===== config.mk =====
export PLATFORM = sky130hd
export DESIGN_NAME = prod_cons_ctrl
export DESIGN_NICKNAME = d
export VERILOG_FILES = /design/src/rtl/prod_cons_ctrl.sv
export SDC_FILE = /design/constraint.sdc
export NUM_CORES = 1
export LEC_CHECK = 0
export ABC_AREA = 0
export CAP_MARGIN = 20
export CORE_MARGIN = 5
export CORE_UTILIZATION = 31
export DETAILED_ROUTE_END_ITERATION = 8
export PLACE_DENSITY = 0.8
export SETUP_SLACK_MARGIN = 0.02
export SYNTH_ARGS = -nofsm -noshare
export SYNTH_HDL_FRONTEND = slang
export SYNTH_SLANG_ARGS = --single-unit

===== constraint.sdc =====
create_clock -name clk -period 1.67 [get_ports clk]
set_input_delay 0.2505 -clock clk [delete_from_list [all_inputs] [get_ports clk]]
set_output_delay 0.2505 -clock clk [all_outputs]
set_load 0.005 [all_outputs]

===== src/rtl/prod_cons_ctrl.sv =====
// Producer/buffer/consumer sequencing controller: gates the Fibonacci and Timer
// producers, steers buffer writes, and paces reads into the display latch.
//
// state     | meaning
// ----------+----------------------------------------------------------
// IDLE      | nothing running, reads suppressed
// COMM_F    | Fibonacci producer feeds the buffer
// WAIT_F    | Fibonacci paused on buffer full
// COMM_T    | Timer producer feeds the buffer
// WAIT_T    | Timer paused on buffer full
// BUF_EMPTY | production stopped, draining until buffer empty or resume
module prod_cons_ctrl #(
  parameter int DW = 16
) (
  input  logic          clk,
  input  logic          rst,
  input  logic          start_f,
  input  logic          start_t,
  input  logic          stop_f_t,
  input  logic          cons_tick,
  input  logic          fib_valid,
  input  logic [DW-1:0] fib_data,
  input  logic          tmr_valid,
  input  logic [DW-1:0] tmr_data,
  input  logic          buf_full,
  input  logic          buf_empty,
  input  logic [DW:0]   buf_rdata,
  output logic          fib_en,
  output logic          tmr_en,
  output logic          buf_wr,
  output logic [DW:0]   buf_wdata,
  output logic          buf_rd,
  output logic [DW-1:0] disp_data,
  output logic          disp_src,
  output logic          disp_valid,
  output logic [5:0]    led
);

  typedef enum logic [2:0] {
    IDLE      = 3'd0,
    COMM_F    = 3'd1,
    WAIT_F    = 3'd2,
    COMM_T    = 3'd3,
    WAIT_T    = 3'd4,
    BUF_EMPTY = 3'd5
  } state_t;

  state_t state;

  always_ff @(posedge clk) begin
    if (rst) begin
      state      <= IDLE;
      buf_rd     <= 1'b0;
      disp_valid <= 1'b0;
      disp_data  <= '0;
      disp_src   <= 1'b0;
    end else begin
      case (state)
        IDLE: begin
          if (start_f)      state <= COMM_F;
          else if (start_t) state <= COMM_T;
        end
        COMM_F: begin
          if (stop_f_t)      state <= BUF_EMPTY;
          else if (buf_full) state <= WAIT_F;
        end
        WAIT_F: begin
          if (stop_f_t)       state <= BUF_EMPTY;
          else if (!buf_full) state <= COMM_F;
        end
        COMM_T: begin
          if (stop_f_t)      state <= BUF_EMPTY;
          else if (buf_full) state <= WAIT_T;
        end
        WAIT_T: begin
          if (stop_f_t)       state <= BUF_EMPTY;
          else if (!buf_full) state <= COMM_T;
        end
        BUF_EMPTY: begin
          // Resume keeps whatever is still queued in the buffer.
          if (start_f)        state <= COMM_F;
          else if (start_t)   state <= COMM_T;
          else if (buf_empty) state <= IDLE;
        end
        default: state <= IDLE;
      endcase

      // A tick that lands on an empty buffer is simply dropped.
      buf_rd     <= cons_tick && (state != IDLE) && !buf_empty;
      disp_valid <= buf_rd;
      if (buf_rd) begin
        disp_data <= buf_rdata[DW-1:0];
        disp_src  <= buf_rdata[DW];
      end
    end
  end

  always_comb begin
    fib_en    = (state == COMM_F) && !buf_full;
    tmr_en    = (state == COMM_T) && !buf_full;
    buf_wr    = 1'b0;
    buf_wdata = '0;
    if (state == COMM_F) begin
      buf_wr    = fib_valid && !buf_full;
      buf_wdata = {1'b0, fib_data};
    end else if (state == COMM_T) begin
      buf_wr    = tmr_valid && !buf_full;
      buf_wdata = {1'b1, tmr_data};
    end
  end

  always_comb begin
    led = 6'b000000;
    case (state)
      IDLE:      led = 6'b000001;
      COMM_F:    led = 6'b000010;
      WAIT_F:    led = 6'b000100;
      COMM_T:    led = 6'b001000;
      WAIT_T:    led = 6'b010000;
      BUF_EMPTY: led = 6'b100000;
      default:   led = 6'b000000;
    endcase
  end

endmodule


==> summary.md <==
| Metric | Value |
|---|---|
| Outcome | finished, violations left |
| Failing checks | setup timing |
| CTS Buffer Depth | 2 |
| Share of the synthesized area in the top cell type | 37.2% |
| Worst setup path class | reg -> out |
| CP arrival | 1.53 ns |
| Final core utilization | 67.8% |
| Post-synth EDFFs | 0 |
| TritonCTS clock tree | built |
| Most used cell, CP | buf_6 |
| Yosys reg bits | 22 |
| Synthesized Nets | 184 |
| Max rail drop VDD | 0.000577 V |
| Port buffer count | 103 |
| First-pass GRT wire length | around 7.1 mm |
| Fillcell total | 320 |
| Worst Tran Pin Value | approximately 0.32 ns |
| Die width | 71.8 um |
| Skew-Pair Late Insertion Delay | 0.25 ns |
| Clock Power Share | approximately an eighth |
| Detailed placer's ending HPWL | between 3 and 4 mm |
| Largest net degree at the start of global routing | 19 |
| Final Total Pwr | 3.02 mW |
| P_sw | 988 uW |
| Share of post-route cells with drive strength above 1 | about a quarter |
| Max Fclk | between 500 and 600 MHz |
| Final worst path period need | 1.78 ns |
| Total Wirelength | ~4.7 mm |
| Initial antenna violation count | 0 |
| CP max stage delay | 0.33 ns |
| Synth warn | 0 |
| Gr ovfl total | 0 |
| Startpoint types | flip-flop |
| Cell with the largest stage delay on the worst path | dfxtp_2 |
| Final Hold Vio Count | 0 |
| Vias in the first global route | roughly 1500 |
| Total GRT Usage | approximately 17% |
| Core area | 3690 um2 |
| Worst-path cell chain | nor2b_4, nor2b_4, buf_6, buf_6, buf_6, a22o_1, buf_2 |
| Final Cycle Share | 106% |
| Synthesis-to-layout area growth | 111% |
| Routability Congestion | approximately 0.75 |
| Setup-failing EPs final | 16 |
| Largest area contributor in the netlist | dfxtp_1 |
| Layout Nets | between 300 and 400 |
| RSZ-0062 raised after global routing | yes |
| Top cells by count, synth | 23 x nor2_1, 22 x dfxtp_1, 18 x mux2i_1 |
| Rows | 22 |
| Relative slew slack | 78.6% |
| Worst endpoint required time | 1.42 ns |
| Root buf cell | clkbuf_8 |
| Post-synth ARST share | 0% |
| Final routed DRC violation total | 0 |
| Initial core utilization | between 30 and 40% |
| Synth area leaders | dfxtp_1 37%, mux2i_1 15%, a22o_1 12%, nor2_1 7.3%, buf_2 2.1% |
| Via density | 4.85 |
| Sequential-to-total area share from yosys stat | 37.2% |
| Avg Synthesized Cell Area | around 9.5 um2 |
| Clk slew on worst S/H paths | around 0.07 ns |
| Combinational Power Share | 66.1% |
| Setup Skew | 0.000752 ns |
| Gate Count Post-Synth | 125 |
| CTS sink count | 22 |
| Slew Limit Fails | 0 |
| Endpoint class of the critical path | output port |
| H-tree depth | 1 |
| Max cap viols | 0 |
| Worst Slack Setup Final | -0.106 ns |
| Top-count cell post-synth | nor2_1 |
| Die Y | 71.8 um |
| CTS Buf Count | 3 |
| DR pass1 iterations | 4 |
| Post-route ant nets | 0 |
| Pwr dens | ~1200 nW/um2 |
| Die area | 5150 um2 |
| Wire per inst | 15.8 um |
| CP max FO | 4 |
| Synth Cell Area | ~1200 um2 |
| Ant. Diodes | 0 |
| Share of power burned in registers | 21.6% |
| Cell variety after synth | 33 |
| Lkg Pwr | 1.06 nW |
| DRT iter0 DRCs | 24 |
| Vias after detailed routing | 1440 |
| Switch share | roughly 33% |
| Internal | 2.04 mW |
| Top FF cell, synth | dfxtp_1 |
| I/O pin count | approximately 100 |
| Hold Crit Class | reg -> reg |
kinds of logic (layout without fill, tap and decap cells):
family                   after synthesis  in the layout  synth area share (%)
AO/OA/AOI/OAI                         29             29                  21.0
XOR/XNOR                               1              1                 0.740
adder cells (fa/ha/maj)                1              1                 0.846
buffers and inverters                 13            137                  6.55
flip-flops                            22             22                  37.2
multiplexers                          18             18                  15.2
AND/OR/NAND/NOR                       41             41                  18.4
power groups by stage:
stage	logic (mW)	clock network (mW)	registers [mW]
5_1_grt	2.16	0.411	0.665
2_1_floorplan	0.758	0	0.650
4_1_cts	1.91	0.385	0.654
3_3_place_gp	1.55	0	0.635
3_5_place_dp	1.57	0	0.639
6_report	2.00	0.370	0.654
sequential cells by signal, summed over array words and instances (netlist names):
register    count
state           3
disp_data      16
buf_rd          1
disp_src        1
disp_valid      1
worst paths after layout:
kind                                   start           end  slack (ns)  cells past startpoint
worst max-delay path                state[0]  buf_wdata[8]       -0.11                      7
worst min-delay path            disp_data[8]  disp_data[8]        0.50                      2
worst max register to register      state[1]      state[2]        0.20                      5
worst min register to register  disp_data[8]  disp_data[8]        0.50                      2
per-stage QoR:
step / std cells / hold slack (ns) / TNS [ns] / area, um2 / worst slack [ns]
2_1_floorplan: 125 / 0.327 / 0 / 1180 / 0.267
6_report: 297 / 0.496 / -0.537 / 2500 / -0.106
4_1_cts: 296 / 0.503 / -0.416 / 2470 / -0.0686
5_1_grt: 297 / 0.528 / -1.78 / 2500 / -0.180
3_5_place_dp: 273 / 0.484 / -1.71 / 2280 / -0.120
3_3_place_gp: 273 / 0.473 / -1.12 / 2280 / -0.0864
cell usage in the layout, fill, tap and decap left out, types with 4 or more instances in the layout:
master / count
dfxtp_1: 19
clkbuf_8: 4
mux2i_1: 18
nor2_1: 23
a22o_1: 16
dlygate4sd2_1: 7
clkdlybuf4s50_1: 77
buf_4: 8
buf_2: 18
buf_6: 18
layer usage:
layer	vias to the layer above	track usage (%)	share of wire, %
met4	0	4.80	1.3
met3	6	4.91	10
met5	-	0	0
met1	658	20.5	42
met2	78	30.1	47
li1	698	-	-
final cells by class:
| cell class | count | area (um2) | area share, % |
|---|---|---|---|
| timing repair buffer | 131 | 1230 | 49.3 |
| clock buffer | 4 | 55.1 | 2.20 |
| tap | 48 | 60.1 | 2.40 |
| sequential | 22 | 447 | 17.8 |
| inverter | 2 | 7.51 | 0.300 |
| multi-input combinational | 90 | 698 | 27.9 |
worst max-delay path: cells and delay by family, from the launching register on:
kind	cells	cell delay [ns]
buffers and inverters	4	0.43
and+or+nand+nor	2	0.39
DFF	1	0.33
AOI/OAI and AO/OA	1	0.12
timing repair:
| action | in CTS | in global routing |
|---|---|---|
| hold buffers | 0 | 0 |
| resized for setup | 108 | 5 |
| endpoints found under the setup margin | 26 | 18 |
| pin swaps | 4 | 7 |
| setup buffers | 16 | 1 |
| gates cloned | 3 | 0 |
No activity file was read; power rests on OpenSTA's default activity.
